[config.mk]
export PLATFORM = sky130hd
export DESIGN_NAME = proc_core
export DESIGN_NICKNAME = d
export VERILOG_FILES = /design/src/rtl/proc_pkg.sv /design/src/rtl/proc_regfile.sv /design/src/rtl/proc_core.sv
export SDC_FILE = /design/constraint.sdc
export NUM_CORES = 1
export LEC_CHECK = 0
export CORE_ASPECT_RATIO = 1.25
export CORE_MARGIN = 4
export CORE_UTILIZATION = 24
export CTS_CLUSTER_DIAMETER = 120
export DETAILED_ROUTE_END_ITERATION = 8
export GPL_TIMING_DRIVEN = 0
export PLACE_DENSITY_LB_ADDON = 0.05
export SETUP_SLACK_MARGIN = 0.4
export SKIP_CTS_REPAIR_TIMING = 1
export SLEW_MARGIN = 20
export SYNTH_ARGS = -nofsm -noshare
export SYNTH_HDL_FRONTEND = slang
export SYNTH_SLANG_ARGS = --single-unit
[constraint.sdc]
create_clock -name clk -period 9.93 [get_ports clk]
set_clock_uncertainty 0.15 [all_clocks]
set_input_delay 1.986 -clock clk [delete_from_list [all_inputs] [get_ports clk]]
set_output_delay 1.986 -clock clk [all_outputs]
set_load 0.02 [all_outputs]
[src/rtl/proc_pkg.sv]
// proc_pkg: shared state/opcode types and flag bit positions for proc_core
package proc_pkg;
  typedef enum logic [2:0] {S_FETCH, S_DECODE, S_EXECUTE, S_MEM, S_WRITEBACK} proc_state_t;
  typedef enum logic [3:0] {
    OP_NOP, OP_ADD, OP_MUL, OP_CMP, OP_RSH, OP_LSH, OP_LOAD, OP_STORE,
    OP_JMP, OP_JE, OP_JG, OP_JL, OP_SUB, OP_AND, OP_OR, OP_XOR
  } opcode_t;
  localparam int FLAG_Z = 0;
  localparam int FLAG_C = 1;
  localparam int FLAG_G = 2;
  localparam int FLAG_L = 3;
endpackage

[src/rtl/proc_regfile.sv]
// proc_regfile: register file, two async read ports, one sync write port
module proc_regfile #(
  parameter int DATA_W = 8,
  parameter int NREGS = 4,
  localparam int REG_AW = $clog2(NREGS)
) (
  input  logic              clk,
  input  logic              rst_n,
  input  logic              we,
  input  logic [REG_AW-1:0] waddr,
  input  logic [DATA_W-1:0] wdata,
  input  logic [REG_AW-1:0] raddr_a,
  output logic [DATA_W-1:0] rdata_a,
  input  logic [REG_AW-1:0] raddr_b,
  output logic [DATA_W-1:0] rdata_b
);
  logic [DATA_W-1:0] regs [NREGS];
  always_ff @(posedge clk or negedge rst_n)
    if (!rst_n) regs <= '{default: '0};
    else if (we) regs[waddr] <= wdata;
  assign rdata_a = regs[raddr_a];
  assign rdata_b = regs[raddr_b];
endmodule

[src/rtl/proc_core.sv]
// proc_core: parametrised multi-cycle core, FETCH/DECODE/EXECUTE/MEM/WRITEBACK.
// Define PROC_EXT_OPS_EN to enable SUB/AND/OR/XOR on opcodes 12-15.
module proc_core
  import proc_pkg::*;
#(
  parameter int DATA_W = 8,
  parameter int NREGS = 4,
  parameter int PC_W = 8,
  parameter int MEM_DEPTH = 16,
  localparam int REG_AW = $clog2(NREGS),
  localparam int MEM_AW = $clog2(MEM_DEPTH),
  localparam int SH_W = $clog2(DATA_W),
  localparam int INSTR_W = 4 + 2*REG_AW + DATA_W
) (
  input  logic               clk,
  input  logic               rst_n,
  input  logic               instr_valid,
  output logic               instr_ready,
  input  logic [INSTR_W-1:0] instr,
  output logic [PC_W-1:0]    pc,
  output logic [DATA_W-1:0]  proc_out,
  output logic [3:0]         proc_flags,
  output logic               retire,
  output logic               illegal
);
  proc_state_t state, state_n;
  opcode_t op;
  logic [INSTR_W-1:0] ir;
  logic [REG_AW-1:0] rd, rs;
  logic [DATA_W-1:0] imm, a, b, rf_a, rf_b, res, res_q, mem_q, wb_data;
  logic [DATA_W-1:0] mem [MEM_DEPTH];
  logic [3:0] flg, flg_q;
  logic wr, wr_q, ill, ill_q, taken;
  logic [PC_W-1:0] pc_q;
  logic [DATA_W:0] sum;
  logic [2*DATA_W-1:0] prod;
  assign op = opcode_t'(ir[INSTR_W-1 -: 4]);
  assign rd = ir[DATA_W+2*REG_AW-1 -: REG_AW];
  assign rs = ir[DATA_W+REG_AW-1 -: REG_AW];
  assign imm = ir[DATA_W-1:0];
  assign instr_ready = state == S_FETCH;
  assign sum = {1'b0, a} + {1'b0, b};
  assign prod = {{DATA_W{1'b0}}, a} * {{DATA_W{1'b0}}, b};
  assign wb_data = op == OP_LOAD ? mem_q : res_q;
  assign taken = op == OP_JMP || (op == OP_JE && proc_flags[FLAG_Z]) ||
                 (op == OP_JG && proc_flags[FLAG_G]) || (op == OP_JL && proc_flags[FLAG_L]);
`ifdef PROC_EXT_OPS_EN
  logic [DATA_W:0] diff;
  assign diff = {1'b0, a} - {1'b0, b};
`endif
  proc_regfile #(.DATA_W(DATA_W), .NREGS(NREGS)) u_regfile (
    .clk(clk), .rst_n(rst_n), .we(state == S_WRITEBACK && wr_q), .waddr(rd), .wdata(wb_data),
    .raddr_a(rd), .rdata_a(rf_a), .raddr_b(rs), .rdata_b(rf_b)
  );
  always_comb begin
    state_n = state;
    case (state)
      S_FETCH:     state_n = instr_valid ? S_DECODE : S_FETCH;
      S_DECODE:    state_n = S_EXECUTE;
      S_EXECUTE:   state_n = op == OP_LOAD ? S_MEM : S_WRITEBACK;
      S_MEM:       state_n = S_WRITEBACK;
      default:     state_n = S_FETCH;
    endcase
  end
  always_comb begin
    res = '0;
    flg = proc_flags;
    wr = 1'b0;
    ill = 1'b0;
    case (op)
      OP_ADD: begin {flg[FLAG_C], res} = sum; wr = 1'b1; end
      OP_MUL: begin res = prod[DATA_W-1:0]; flg[FLAG_C] = |prod[2*DATA_W-1:DATA_W]; wr = 1'b1; end
      OP_CMP: begin
        flg[FLAG_Z] = a == b;
        flg[FLAG_G] = a > b;
        flg[FLAG_L] = a < b;
        flg[FLAG_C] = 1'b0;
      end
      OP_RSH: begin res = a >> imm[SH_W-1:0]; flg[FLAG_C] = 1'b0; wr = 1'b1; end
      OP_LSH: begin res = a << imm[SH_W-1:0]; flg[FLAG_C] = 1'b0; wr = 1'b1; end
      OP_LOAD: wr = 1'b1;
      OP_NOP, OP_STORE, OP_JMP, OP_JE, OP_JG, OP_JL: ;
`ifdef PROC_EXT_OPS_EN
      OP_SUB: begin {flg[FLAG_C], res} = diff; wr = 1'b1; end
      OP_AND: begin res = a & b; flg[FLAG_C] = 1'b0; wr = 1'b1; end
      OP_OR:  begin res = a | b; flg[FLAG_C] = 1'b0; wr = 1'b1; end
      OP_XOR: begin res = a ^ b; flg[FLAG_C] = 1'b0; wr = 1'b1; end
`endif
      default: ill = 1'b1;
    endcase
    // LOAD holds flags; its result is only known after MEM
    if (wr && op != OP_LOAD) flg[FLAG_Z] = ~|res;
  end
  always_ff @(posedge clk or negedge rst_n)
    if (!rst_n) begin
      state <= S_FETCH;
      ir <= '0;
      a <= '0;
      b <= '0;
      res_q <= '0;
      flg_q <= '0;
      wr_q <= 1'b0;
      ill_q <= 1'b0;
      pc_q <= '0;
      pc <= '0;
      proc_flags <= '0;
      proc_out <= '0;
      retire <= 1'b0;
      illegal <= 1'b0;
    end else begin
      state <= state_n;
      retire <= state == S_WRITEBACK;
      illegal <= state == S_WRITEBACK && ill_q;
      if (instr_valid && instr_ready) ir <= instr;
      if (state == S_DECODE) begin
        a <= rf_a;
        b <= rf_b;
      end
      if (state == S_EXECUTE) begin
        res_q <= res;
        flg_q <= flg;
        wr_q <= wr;
        ill_q <= ill;
        pc_q <= taken ? PC_W'(imm) : pc + PC_W'(1);
      end
      if (state == S_WRITEBACK) begin
        proc_flags <= flg_q;
        pc <= pc_q;
        if (wr_q) proc_out <= wb_data;
      end
    end
  // data memory is deliberately not reset
  always_ff @(posedge clk) begin
    if (state == S_MEM) mem_q <= mem[imm[MEM_AW-1:0]];
    if (state == S_WRITEBACK && op == OP_STORE) mem[imm[MEM_AW-1:0]] <= a;
  end
endmodule

==> run summary, run 1 <==
Status: finished clean
Dominant cells by area after synthesis: edfxtp_1 31%, dfrtp_1 21%, mux4_2 9.5%
Via count: 8369
Number of flops mapped to enable cells by yosys: 136
Sequential area share after synthesis: 0.5151
Clock sink total: 247
TritonRoute pass-1 iters: 4
Placer Congestion: 0.7742
Max Slew Vio Count: 0
Final core occ: 0.2849
Area delta synth->final: 17.39%
Mapped cell area: 13320 um2
H-tree Lvls: 1
Root Buffer Master: clkbuf_16
Total of max-cap violations: 0
Internal: 2.619 mW
Clock power frac: 0.239
Synth area leader: edfxtp_1
Worst-path maximum fanout: 22
Post-synth ARST share: 0.4494
Site row count: 96
Crit-path slowest cell: dfrtp_1
Clk slew on worst S/H paths: 0.06 ns
Critical Path AT: 6.09 ns
Post-route ant nets: 0
Post-synth top area share: 0.3066
Overall routing resource usage: 0.1389
CTS tree: yes
Kind of critical path: reg -> reg
CP cell instances: clkbuf_1, nand2_1, fa_1, fa_1, fa_1, fa_1, inv_1, ha_1, nand2_1, a21oi_1, mux2i_1, nor4_1, nand4_1, nand2_1, a21oi_1
Setup-failing EPs final: 0
Worst hold slack: 0.3055 ns
Fin. Hold Viols: 0
Slew at the pin closest to its max-slew limit: 1.111 ns
Max Freq: 0.1725 GHz
Psw: 1.654 mW
# IOs: 42
Core ar.: 54890 um2
Initial Util: 0.2427
DR iter-0 viols: 437
Mean Syn Cell Area: 12.78 um2
Leak: 6.047 nW
Total grt overflow: 0
Relative slew slack: 0.2595
Sequential share of power: 0.369
Buffers on Ports: 41
Hpwl dp: 29940 um
Layout cells sized above 1: 0.1624
RSZ-0062 raised after global routing: false
Cts bufs inserted: 29
Tcrit/Tclk final: 0.5839
Ant diodes: 0
Power Density: 273.3 nW/um2
Final min period: 5.798 ns
Die footprint: 59360 um2
Yosys reg bits: 247
Library cells used by synthesis: 71
Ys flop type: edfxtp_1
Most frequent CP cell: fa_1
Worst VDD drop: 0.1274 mV
Final wirelength: 40560 um
Via density: 4.466
Synth top cells by count: 136 x edfxtp_1, 111 x dfrtp_1, 104 x nand2_1
Syn Nets: 1151
Clock Tree Buf Depth: 3
Final TNS setup: 0 ns
Clock Latency Late Sink: 0.56 ns
Initial antenna violation count: 0
Combinational share of power: 0.392
Synth warn: 0
CP endpoint kind: register
DRC violations left: 0
Crit path largest cell delay: 1.00 ns
Nets: 1228
Sw Ratio: 0.3871
Die Wd: 218.7 um
Count leader, synth: edfxtp_1
Die Span Y: 271.4 um
Number of global-route vias before repair: 9197
Syn Inst Count: 1042
Largest net degree at the start of global routing: 84
WL/cell: 21.64 um
Worst Hold Class: reg -> reg
Worst Path Required: 10.22 ns
First-pass GRT wire length: 61790 um
Startpoint Class: register
-- layout make-up --
type / count / area, um2
plain buffers: 50 / 291.5
clock buffers: 37 / 775.7
clock inverters: 14 / 125.1
fillers: 5670 / 39260
inverters: 81 / 304.0
multi-input cells: 664 / 5886
flip-flops and latches: 247 / 6862
well taps: 735 / 919.6
repair buffers: 46 / 473.0
-- flip-flops by register name, summed over array words and instances (netlist names) --
| signal | cells |
|---|---|
| mem | 128 |
| u_regfile.regs | 32 |
| ir | 16 |
| a | 8 |
| b | 8 |
| mem_q | 8 |
| pc | 8 |
| pc_q | 8 |
| proc_out | 8 |
| res_q | 8 |
| flg_q | 4 |
| proc_flags | 4 |
| state | 3 |
| ill_q | 1 |
| illegal | 1 |
| retire | 1 |
| wr_q | 1 |
-- placed cells by master, fill, tap and decap left out, types with 8 or more instances in the layout --
| master | Yosys | layout |
|---|---|---|
| nor2_1 | 76 | 75 |
| fa_1 | 37 | 37 |
| clkdlybuf4s50_1 | 0 | 40 |
| clkbuf_16 | 0 | 29 |
| buf_2 | 14 | 14 |
| o21ai_0 | 59 | 59 |
| nand2_1 | 104 | 104 |
| edfxtp_1 | 136 | 136 |
| and2_1 | 25 | 25 |
| mux4_2 | 56 | 56 |
| xnor2_1 | 8 | 8 |
| nand2b_1 | 14 | 14 |
| mux2i_1 | 30 | 30 |
| mux2_2 | 35 | 35 |
| a21oi_1 | 47 | 47 |
| clkbuf_1 | 22 | 28 |
| buf_6 | 10 | 10 |
| nand3_1 | 11 | 11 |
| dfrtp_1 | 111 | 111 |
| clkinv_1 | 0 | 8 |
| ha_1 | 53 | 53 |
| inv_1 | 79 | 79 |
-- per-layer routing --
layer	vias to the layer above	part of all wire	wire, um	GRT usage
li1	3908	-	-	-
met1	4303	0.42	17120	0.1733
met2	113	0.53	21590	0.2559
met3	45	0.022	884	0.01579
met4	0	0.024	962	0.03227
met5	-	0	0	0
-- cell families (layout without fill, tap and decap cells) --
| kind of cell | count (synthesis) | count (layout) | share of synthesized area |
|---|---|---|---|
| xor+xnor | 15 | 15 | 0.009863 |
| mux | 121 | 121 | 0.1468 |
| compound gates | 166 | 166 | 0.07853 |
| flops | 247 | 247 | 0.5151 |
| fa+ha+maj | 90 | 90 | 0.1054 |
| simple gates | 272 | 272 | 0.09957 |
| buf+inv | 131 | 228 | 0.04471 |
-- metrics by stage --
step | instance area, um2 | cells | total power, mW | setup slack [ns]
6_report | 15640 | 1874 | 4.273 | 4.132
5_1_grt | 15640 | 1874 | 4.571 | 3.573
4_1_cts | 15640 | 1874 | 4.391 | 3.935
3_5_place_dp | 14740 | 1823 | 3.337 | 3.882
3_3_place_gp | 14650 | 1818 | 3.345 | 1.606
2_1_floorplan | 13320 | 1042 | 2.609 | 5.419
-- worst paths after layout --
kind | startpoint | endpoint | slack [ns] | depth (start not counted)
worst max-delay path | a[3]$_DFFE_PN0P_ | flg_q[1]$_DFFE_PN0N_ | 4.13 | 15
worst min-delay path | wr_q$_DFFE_PN0N_ | wr_q$_DFFE_PN0N_ | 0.31 | 2
worst max register to register | a[3]$_DFFE_PN0P_ | flg_q[1]$_DFFE_PN0N_ | 4.13 | 15
worst min register to register | wr_q$_DFFE_PN0N_ | wr_q$_DFFE_PN0N_ | 0.31 | 2
max in group asynchronous | rst_n | b[5]$_DFFE_PN0P_ | 7.77 | 2
min in group asynchronous | rst_n | pc_q[7]$_DFFE_PN0N_ | 1.14 | 1
-- power groups by stage --
| stage | clock [mW] | sequential (mW) | combinational (mW) |
|---|---|---|---|
| 4_1_cts | 1.07 | 1.59 | 1.74 |
| 2_1_floorplan | 0 | 1.53 | 1.08 |
| 5_1_grt | 1.11 | 1.62 | 1.85 |
| 3_5_place_dp | 0 | 1.61 | 1.73 |
| 6_report | 1.02 | 1.58 | 1.68 |
| 3_3_place_gp | 0 | 1.61 | 1.73 |
-- critical path: cells and delay by family, from the launching register on --
family | cells | cell delay (ns)
AO/OA/AOI/OAI | 2 | 0.34
adder cells (fa/ha/maj) | 5 | 2.47
buffers and inverters | 2 | 0.60
flip-flops | 1 | 1.00
multiplexers | 1 | 0.12
AND/OR/NAND/NOR | 5 | 0.98
No activity file was read; power rests on OpenSTA's default activity.
==> run 2, diff against run 1 <==
clock period = 5 ns   (was 9.93 ns; I/O delays follow)
==> run 2 against run 1 <==
  * Combinational power grew 130%
  * Power grew 110%
  * Count of clock-buffer cells in the layout unchanged
  * Critical path type unchanged
  * Register-to-register slack got worse by 3.7 ns
  * Critical endpoint unchanged
  * Critical path depth up 1
==> run summary, run 2 (synthesized netlist as in run 1, its figures left out) <==
Status: finished clean
DR iter-0 viols: 515
# IOs: 42
Fillers: 5637
Met1 WL: 18180 um
Power Density: 544.8 nW/um2
CP endpoint kind: register
Worst VDD drop: 0.2542 mV
Largest net degree at the start of global routing: 84
Final min period: 4.573 ns
Initial Util: 0.2427
WL/cell: 22.32 um
Worst Path Required: 5.29 ns
Max Slew Vio Count: 0
Hpwl dp: 29940 um
Die Wd: 218.7 um
Kind of critical path: reg -> reg
Die footprint: 59360 um2
Core ar.: 54890 um2
Site row count: 96
Clk slew on worst S/H paths: 0.06 ns
Worst Hold Class: in -> async
Leak: 6.245 nW
Fin. Hold Viols: 0
Post-route ant nets: 0
Slew at the pin closest to its max-slew limit: 1.035 ns
Most frequent cells in the layout: 136 x edfxtp_1, 103 x nand2_1, 99 x dfrtp_1
CTS tree: yes
Final wirelength: 42550 um
Root Buffer Master: clkbuf_16
Via count: 8544
Total grt overflow: 0
Cts bufs inserted: 29
Initial antenna violation count: 1
Final core occ: 0.2964
Clock sink total: 247
Relative slew slack: 0.2906
Overall routing resource usage: 0.1389
Buffers on Ports: 41
Critical Path AT: 4.87 ns
Layout cells sized above 1: 0.2289
Worst-path maximum fanout: 7
Max reg flops: 128
Placer Congestion: 0.7742
Startpoint Class: register
Tcrit/Tclk final: 0.9146
TritonRoute pass-1 iters: 4
Final worst slack: 0.4271 ns
Area delta synth->final: 22.13%
Setup-failing EPs final: 0
Ant diodes: 0
Commonest non-fill, non-tap cell in the layout: edfxtp_1
Nets: 1260
Max Freq: 0.2187 GHz
Wire length on met3: 857 um
Clock Tree Buf Depth: 3
Number of global-route vias before repair: 9197
RSZ-0062 raised after global routing: true
Via density: 4.483
DRC violations left: 0
Die Span Y: 271.4 um
Clock Latency Late Sink: 0.56 ns
Top routing layer used: met4
First-pass GRT wire length: 61790 um
Pre-CTS WS: -1.048 ns
Total of max-cap violations: 0
Met2 wire len: 22360 um
Worst hold slack: 0.1469 ns
H-tree Lvls: 1
==> run 2: final timing paths <==
path | endpoint | cells after the start | startpoint | slack, ns
setup reg to reg | flg_q[1]$_DFFE_PN0N_ | 16 | a[4]$_DFFE_PN0P_ | 0.43
hold / removal | pc_q[7]$_DFFE_PN0N_ | 1 | rst_n | 0.15
setup / recovery | flg_q[1]$_DFFE_PN0N_ | 16 | a[4]$_DFFE_PN0P_ | 0.43
min in group clk | wr_q$_DFFE_PN0N_ | 2 | wr_q$_DFFE_PN0N_ | 0.31
hold reg to reg | wr_q$_DFFE_PN0N_ | 2 | wr_q$_DFFE_PN0N_ | 0.31
max in group asynchronous | a[0]$_DFFE_PN0P_ | 2 | rst_n | 3.79
==> run 2: area by class of cell <==
cell class	count	area, um2	area share
Sequential cell	247	6897	0.4239
Inverter	81	311.5	0.01915
Clock inverter	14	125.1	0.007691
Tap cell	735	919.6	0.05653
Buffer	50	354.1	0.02177
Clock buffer	37	775.7	0.04768
Multi-Input combinational cell	664	6118	0.3761
Timing Repair Buffer	78	767.0	0.04715
==> run 2: metrics by stage <==
step	instances	instance area [um2]	power, mW	setup TNS, ns
after global placement	1818	14650	6.643	-261.66
after global routing	1906	16270	9.445	0
after CTS	1874	15640	8.721	-3.398
final	1906	16270	8.862	0
after floorplan	1042	13320	5.181	0
after detailed placement	1823	14740	6.628	-3.623
==> run 2: worst max-delay path: stages, from the launching register on <==
cell	delay [ns]
dfrtp_4	0.51
buf_8	0.15
ha_4	0.17
fa_1	0.50
inv_2	0.05
fa_1	0.56
fa_1	0.43
fa_1	0.49
inv_1	0.06
ha_4	0.31
nand2_2	0.07
a21oi_4	0.13
mux2i_1	0.10
nor4_2	0.25
nand4_1	0.28
nand2_1	0.17
a21oi_2	0.06
==> run 2: where the power goes <==
| part | switching [mW] | internal (mW) |
|---|---|---|
| Combinational | 2.22 | 1.60 |
| Sequential | 0.373 | 2.64 |
| Clock | 0.844 | 1.19 |
| Total | 3.44 | 5.43 |
==> run 2: per-layer routing <==
| layer | vias to the layer above | track usage |
|---|---|---|
| li1 | 3971 | - |
| met2 | 107 | 0.2559 |
| met1 | 4418 | 0.1733 |
| met3 | 48 | 0.01579 |
| met5 | - | 0 |
| met4 | 0 | 0.03227 |
==> run 3, diff against run 2 <==
SLEW_MARGIN = 0   (was 20)
==> run 3 against run 2 <==
  * Critical endpoint unchanged
  * Utilization grew 0.13 points
  * Largest power group unchanged
  * Worst hold slack gained 0.018 ns
  * Via count is essentially flat
  * Sequential share of layout area shrank 0.16 points
  * Critical path type unchanged
  * Register-to-register slack gained 0.04 ns
  * First-iteration DRC count shrank 21%
  * Cell count grew 0.26%
  * Fmax grew 0.83%
  * Global-route usage is essentially flat
==> run summary, run 3 (synthesized netlist as in run 1, its figures left out) <==
Status: finished clean
Startpoint Class: register
WL/cell: 22.44 um
Site row count: 96
Most frequent cells in the layout: 136 x edfxtp_1, 104 x nand2_1, 97 x dfrtp_1
Leak: 6.265 nW
Clock sink total: 247
Footprint of the multi-input gates: 6091 um2
Die Span Y: 271.4 um
Max Freq: 0.2205 GHz
CP cell instances: buf_6, ha_4, fa_1, inv_1, fa_1, fa_1, fa_1, inv_1, ha_4, nand2_1, a21oi_2, mux2i_1, nor4_1, nand4_1, nand2_1, a21oi_1
Worst VDD drop: 0.2699 mV
Final min period: 4.535 ns
RSZ-0062 raised after global routing: true
Root Buffer Master: clkbuf_16
Fillers: 5650
Max Slew Vio Count: 0
Commonest non-fill, non-tap cell in the layout: edfxtp_1
Tcrit/Tclk final: 0.9071
Largest net degree at the start of global routing: 84
Die footprint: 59360 um2
Placer Congestion: 0.7742
Max reg flops: 128
Worst hold slack: 0.1648 ns
Buffers on Ports: 41
Via density: 4.471
Overall routing resource usage: 0.1391
Final core occ: 0.2976
FF/Latch Area: 6899 um2
Initial Util: 0.2427
Reg2reg start: a[4]$_DFFE_PN0P_
Setup-failing EPs final: 0
Fin. Hold Viols: 0
Total grt overflow: 0
H-tree Lvls: 1
Worst Path Required: 5.30 ns
Layout cells sized above 1: 0.2349
Core ar.: 54890 um2
Post-route ant nets: 0
Initial antenna violation count: 1
Crit path buffers/inverters: 3
Power Density: 554.3 nW/um2
Clock Latency Late Sink: 0.57 ns
Area delta synth->final: 22.65%
Kind of critical path: reg -> reg
Cts bufs inserted: 31
Number of global-route vias before repair: 9168
Total of max-cap violations: 0
Worst Hold Class: in -> async
CP top delay family: adder cells
Final wirelength: 42880 um
Critical Path AT: 4.83 ns
CTS tree: yes
Most frequent CP cell: fa_1
Clock Tree Buf Depth: 3
First-pass GRT wire length: 62030 um
Nets: 1261
TritonRoute pass-1 iters: 5
Setup slack, reg-to-reg: 0.46 ns
FF-to-FF End: flg_q[1]$_DFFE_PN0N_
Die Wd: 218.7 um
CP endpoint kind: register
Worst-path maximum fanout: 7
Clk slew on worst S/H paths: 0.06 ns
DRC violations left: 0
R2R cell count: 16
Hpwl dp: 29740 um
DR iter-0 viols: 407
Crit path largest cell delay: 0.52 ns
Via count: 8545
Crit-path slowest cell: dfrtp_4
# IOs: 42
Relative slew slack: 0.2446
Slew at the pin closest to its max-slew limit: 1.129 ns
==> run 3: changes by cell type in the layout (fill, tap and decap cells not counted), moves of 3 or more <==
cell       change
a21oi_4        -3
clkbuf_1       -4
clkbuf_16      +3
clkbuf_8       +3
clkinv_1       -3
clkinv_2       +5
fa_1           -3
fa_2           +3
ha_1           -3
ha_4           +3
==> run 3: report_power, final <==
group	switching [mW]	leakage [nW]	internal, mW
clock network	0.889	0.498	1.30
registers	0.386	2.66	2.64
logic	2.22	3.11	1.61
==> run 3: metal layers <==
layer | share of wire | vias up | track usage | wire length [um]
li1 | - | 3972 | - | -
met1 | 0.42 | 4424 | 0.1712 | 17830
met2 | 0.53 | 106 | 0.2612 | 22810
met3 | 0.033 | 43 | 0.01668 | 1412
met4 | 0.019 | 0 | 0.02678 | 833
met5 | 0 | - | 0 | 0
==> run 3: how the worst max path moves through the flow <==
stage,start,cells after the start,endpoint
5_1_grt,a[3]$_DFFE_PN0P_,16,flg_q[1]$_DFFE_PN0N_
3_5_place_dp,a[4]$_DFFE_PN0P_,17,flg_q[1]$_DFFE_PN0N_
4_1_cts,a[4]$_DFFE_PN0P_,17,flg_q[1]$_DFFE_PN0N_
3_3_place_gp,rst_n,1,a[5]$_DFFE_PN0P_
2_1_floorplan,a[2]$_DFFE_PN0P_,14,flg_q[1]$_DFFE_PN0N_
6_report,a[4]$_DFFE_PN0P_,16,flg_q[1]$_DFFE_PN0N_
==> run 3: worst register-to-register path: cells and delay by family (launching register included) <==
family	cells	cell delay (ns)
simple gates	4	0.75
compound gates	2	0.25
buf+inv	3	0.27
fa+ha+maj	6	2.39
flops	1	0.52
mux	1	0.10
==> run 3: area by class of cell <==
class	instances	share of cell area
Clock buffer	39	0.05239
Antenna cell	1	0.0001532
Sequential cell	247	0.4223
Clock inverter	17	0.008348
Timing Repair Buffer	77	0.04634
Inverter	81	0.01907
Buffer	50	0.02229
Multi-Input combinational cell	664	0.3728
Tap cell	735	0.05629
==> run 3: metrics by stage <==
stage               power, mW  cell area, um2  TNS (ns)  cells  setup WS (ns)
floorplan               5.181           13320         0   1042         0.4891
global placement        6.643           14650   -261.66   1818         -2.338
detailed placement      6.630           14700    -3.318   1819        -0.9872
CTS                     8.870           15690    -3.461   1875         -1.032
global route            9.615           16330         0   1910         0.2793
finish                  9.056           16340         0   1911         0.4647
==> RTL edit 1: new RTL, settings of run 2 <==
Add a define of `PROC_EXT_OPS_EN`.
--- a/src/rtl/proc_core.sv
+++ b/src/rtl/proc_core.sv
@@ -1,4 +1,6 @@
 // proc_core: parametrised multi-cycle core, FETCH/DECODE/EXECUTE/MEM/WRITEBACK.
 // Define PROC_EXT_OPS_EN to enable SUB/AND/OR/XOR on opcodes 12-15.
+`define PROC_EXT_OPS_EN
+
 module proc_core
   import proc_pkg::*;
Formal check against the unedited RTL: not equivalent (Yosys sat finds a counterexample within 10 cycles, from zero or initial values and one cycle with rst_n low).
==> RTL edit 1 against run 2 <==
  * Total power is 17% higher
  * Setup slack worse by 260 ps
  * Synthesized area is 2.0% higher
  * Critical path type unchanged
  * Clock power is 9% higher
  * Die area is 2.0% higher
  * Cell area is 3.1% higher
  * Routed wire length is 11% higher
  * Synthesized cell count is 6.6% higher
  * Highest routed layer unchanged
  * Sequential cell count is 2 lower
==> RTL edit 1: results (changes against run 2) <==
Synth Area in Compound Gates - 0.0969 (+0.0184)
gr usage total - 0.149 (+0.00972)
CP Max Fanout - 8 (+1)
Seq/Total Area, Yosys - 0.501 (-0.0140)
Async SR Flop Fraction - 0.445 (-0.00449)
initial antenna violation count - 2 (+1)
Worst Setup SP - a[5]$_DFFE_PN0P_
HPWL Detailed - 33.8 mm (+13%)
Peak supply drop - 291 uV (+14%)
proportion of synthesized area in mux cells - 0.149 (+0.00176)
Critical Path AT - 5120 ps (+250 ps)
WL met1 - 20.4 mm (+12%)
Mapped Cells - 1111 (+6.6%)
GRT met3 Usage - 0.0179 (+0.00210)
met1 usage - 0.193 (+0.0198)
DR WL/cell - 23.6 um (+5.6%)
Syn Nets - 1229 (+6.8%)
final instance area - 16800 um^2 (+3.1%)
layout cell share with drive strength beyond 1 - 0.228 (-0.00134)
number of global-route vias before repair - 9449 (+2.7%)
Post-Route WL - 47.1 mm (+11%)
Leakage - 6.39 nW (+2.3%)
Placer Congestion - 0.848 (+9.6%)
PortBufs - 40 (-2.4%)
met3 wire length - 1.52 mm (+78%)
pre-CTS WS - -614 ps (+434 ps)
1st-pass router iterations - 5 (+1)
pin count of the biggest net entering global routing - 71 (-15%)
CP max stage cell - fa_2
Distinct cells, synth - 68 (-4.2%)
GR Layer Usage met2 - 0.265 (+0.00887)
# fillers - 5805 (+3.0%)
area share of fa/ha/maj cells after synthesis - 0.112 (+0.00673)
worst-margin pin slew - 1070 ps (+31.3 ps)
status - finished, final reports clean
top post-synthesis cells by count - edfxtp_1 (136), nand2_1 (112), dfrtp_1 (109)
nets@finish - 1351 (+7.2%)
Initial DRC Count - 566 (+9.9%)
via count - 9280 (+8.6%)
first-pass GRT wire length - 67.3 mm (+9.0%)
placed insts - 1898 (+4.1%)
-- RTL edit 1: cell types whose count changed after synthesis, moves of 5 or more --
cell | before | now
a211oi_1 | 2 | 8
buf_1 | 1 | 9
buf_6 | 10 | 1
and2_1 | 25 | 4
o221ai_1 | 1 | 6
clkbuf_1 | 22 | 33
nor2_1 | 76 | 91
o21ai_0 | 59 | 76
nand2_1 | 104 | 112
a22oi_1 | 1 | 11
ha_1 | 53 | 61
nor3_1 | 8 | 15
-- RTL edit 1: final cells by class --
class,count,area share
flip-flops and latches,245,0.408
multi-input cells,723,0.384
clock buffers,46,0.0562
well taps,742,0.0553
repair buffers,90,0.0507
inverters,85,0.0218
plain buffers,58,0.0186
clock inverters,10,0.00507
-- RTL edit 1: final timing paths --
check	end	slack (ps)	cells after the start
min in group clk	pc_q[0]$_DFFE_PN0N_	330	2
hold / removal	b[7]$_DFFE_PN0P_	170	1
max in group asynchronous	a[0]$_DFFE_PN0P_	3790	2
setup reg to reg	flg_q[1]$_DFFE_PN0N_	160	17
hold reg to reg	pc_q[0]$_DFFE_PN0N_	330	2
setup / recovery	flg_q[1]$_DFFE_PN0N_	160	17
-- RTL edit 1: kinds of logic (layout without fill, tap and decap cells) --
family,count (synthesis),in the layout
XOR/XNOR,10,10
buffers and inverters,143,289
adder cells (fa/ha/maj),99,99
AND/OR/NAND/NOR,283,283
multiplexers,124,124
other,1,1
AO/OA/AOI/OAI,206,206
flip-flops,245,245
-- RTL edit 1: report_power, final --
group	leakage [nW]	switching, mW	internal (mW)	total (mW)
clock network	0.502	0.886	1.34	2.23
logic	3.23	2.98	2.07	5.05
registers	2.65	0.414	2.71	3.12
==> RTL edit 2: new RTL, settings of run 2 <==
Made on the original files. Make the reset (`rst_n`) synchronous in 2 clocked blocks. Comments in the files are not updated.
--- a/src/rtl/proc_regfile.sv
+++ b/src/rtl/proc_regfile.sv
@@ -16,5 +16,5 @@
 );
   logic [DATA_W-1:0] regs [NREGS];
-  always_ff @(posedge clk or negedge rst_n)
+  always_ff @(posedge clk)
     if (!rst_n) regs <= '{default: '0};
     else if (we) regs[waddr] <= wdata;
--- a/src/rtl/proc_core.sv
+++ b/src/rtl/proc_core.sv
@@ -92,5 +92,5 @@
     if (wr && op != OP_LOAD) flg[FLAG_Z] = ~|res;
   end
-  always_ff @(posedge clk or negedge rst_n)
+  always_ff @(posedge clk)
     if (!rst_n) begin
       state <= S_FETCH;
Formal check against the unedited RTL: differs if rst_n is asserted again (counterexample within 4 cycles, from zero or initial values and one cycle with rst_n low); with rst_n held inactive, the same outputs for 10 cycles.
==> RTL edit 2 against run 2 <==
  * Synthesized area down 2.0%
  * Routed wire length up 9.6%
  * The run now ends with setup timing left
  * Cell area shrank 2.6%
  * Synthesized cell count increased by 10%
  * Core utilization fell by 0.20 points
  * Critical path type unchanged
  * Final cell count is 5.2% higher
  * Sequential cell count did not move
  * Setup slack worse by 430 ps
Power is not compared: it rests on default switching activity, and its combinational part moved more than twofold at a synthesized area within 25%.
==> RTL edit 2: results (changes against run 2) <==
failing checks - setup timing
number of global-route vias before repair - 9771 (+6.2%)
Initial DRC Count - 585 (+14%)
1st-pass router iterations - 5 (+1)
setup slack after layout - -3.03 ps (-430 ps)
final setup fails - 1 (+1)
Worst Hold Class - reg2reg
WL met1 - 19.8 mm (+8.7%)
pin count of the biggest net entering global routing - 25 (-70%)
Vias/cell - 4.63 (+3.2%)
Syn Nets - 1260 (+9.5%)
top sig layer - met5
Syn Area/Cell - 11.3 um^2 (-11%)
Placer Congestion - 0.746 (-3.7%)
main area contributors after synthesis - edfxtp_1 (31%), dfxtp_1 (17%), mux4_2 (10%), fa_1 (5.7%), ha_1 (5.1%)
top post-synthesis cells by count - edfxtp_1 (136), nand2_1 (134), dfxtp_1 (111)
status - complete, but fails checks
HPWL Detailed - 32.5 mm (+8.7%)
Distinct cells, synth - 74 (+4.2%)
first-pass GRT wire length - 65.7 mm (+6.3%)
Post-Route WL - 46.6 mm (+9.6%)
placed insts - 1919 (+5.3%)
nets@finish - 1366 (+8.4%)
gr usage total - 0.153 (+0.0137)
CTS buffer count - 30 (+3.4%)
met3 wire length - 1.43 mm (+67%)
## RTL edit 2: worst max-delay path by stage
stage,end,cells past startpoint,from,slack (ps)
final,flg_q[1]$_SDFFE_PN0N_,16,a[5]$_SDFFE_PN0P_,-3
after global routing,flg_q[1]$_SDFFE_PN0N_,15,a[5]$_SDFFE_PN0P_,-140
after detailed placement,flg_q[1]$_SDFFE_PN0N_,16,a[0]$_SDFFE_PN0P_,-620
after CTS,flg_q[1]$_SDFFE_PN0N_,16,a[0]$_SDFFE_PN0P_,-640
after floorplan,flg_q[1]$_SDFFE_PN0N_,16,a[5]$_SDFFE_PN0P_,380
after global placement,flg_q[1]$_SDFFE_PN0N_,16,a[0]$_SDFFE_PN0P_,-670
## RTL edit 2: report_power, final
part           switching (mW)  total [mW]  internal [mW]
logic                   0.192       0.299          0.107
registers             0.00992        2.14           2.13
clock network           0.875        2.01           1.14
## RTL edit 2: worst max-delay path: stages, from the launching register on
cell and delay [ps]:
dfxtp_4 390, buf_12 170, and2_4 160, fa_1 530
inv_1 50, fa_1 510, fa_1 440, fa_1 510
inv_1 70, ha_4 170, or4_4 530, o21ai_2 90
a31oi_4 50, a311o_1 370, xor2_1 140, nor4_1 320
a41oi_1 190
## RTL edit 2: routing by layer
| metal | vias up | GRT usage |
|---|---|---|
| met5 | - | 0 |
| met4 | 2 | 0.0337 |
| met3 | 57 | 0.0185 |
| met2 | 159 | 0.286 |
| met1 | 4685 | 0.188 |
| li1 | 4376 | - |
## RTL edit 2: logic make-up after synthesis
logic type               share of synthesized area
XOR/XNOR                                   0.00872
adder cells (fa/ha/maj)                      0.108
AND/OR/NAND/NOR                              0.131
AO/OA/AOI/OAI                                0.100
flip-flops                                   0.483
buffers and inverters                       0.0466
multiplexers                                 0.123
## RTL edit 2: through the flow
stage	cell area [um^2]	hold slack, ps	setup TNS, ps	setup slack, ps
after global placement	14500	290	-674	-673
after detailed placement	14500	294	-641	-618
after global routing	15900	312	-136	-136
after CTS	15400	299	-700	-640
final	15900	298	-3.03	-3.03
after floorplan	13100	277	0	377
## RTL edit 2: final cells by class
class                   count  share of cell area
flip-flops and latches    247               0.400
multi-input cells         754               0.398
well taps                 727              0.0574
clock buffers              39              0.0514
repair buffers             74              0.0437
plain buffers              72              0.0258
inverters                  78              0.0187
clock inverters            14             0.00505
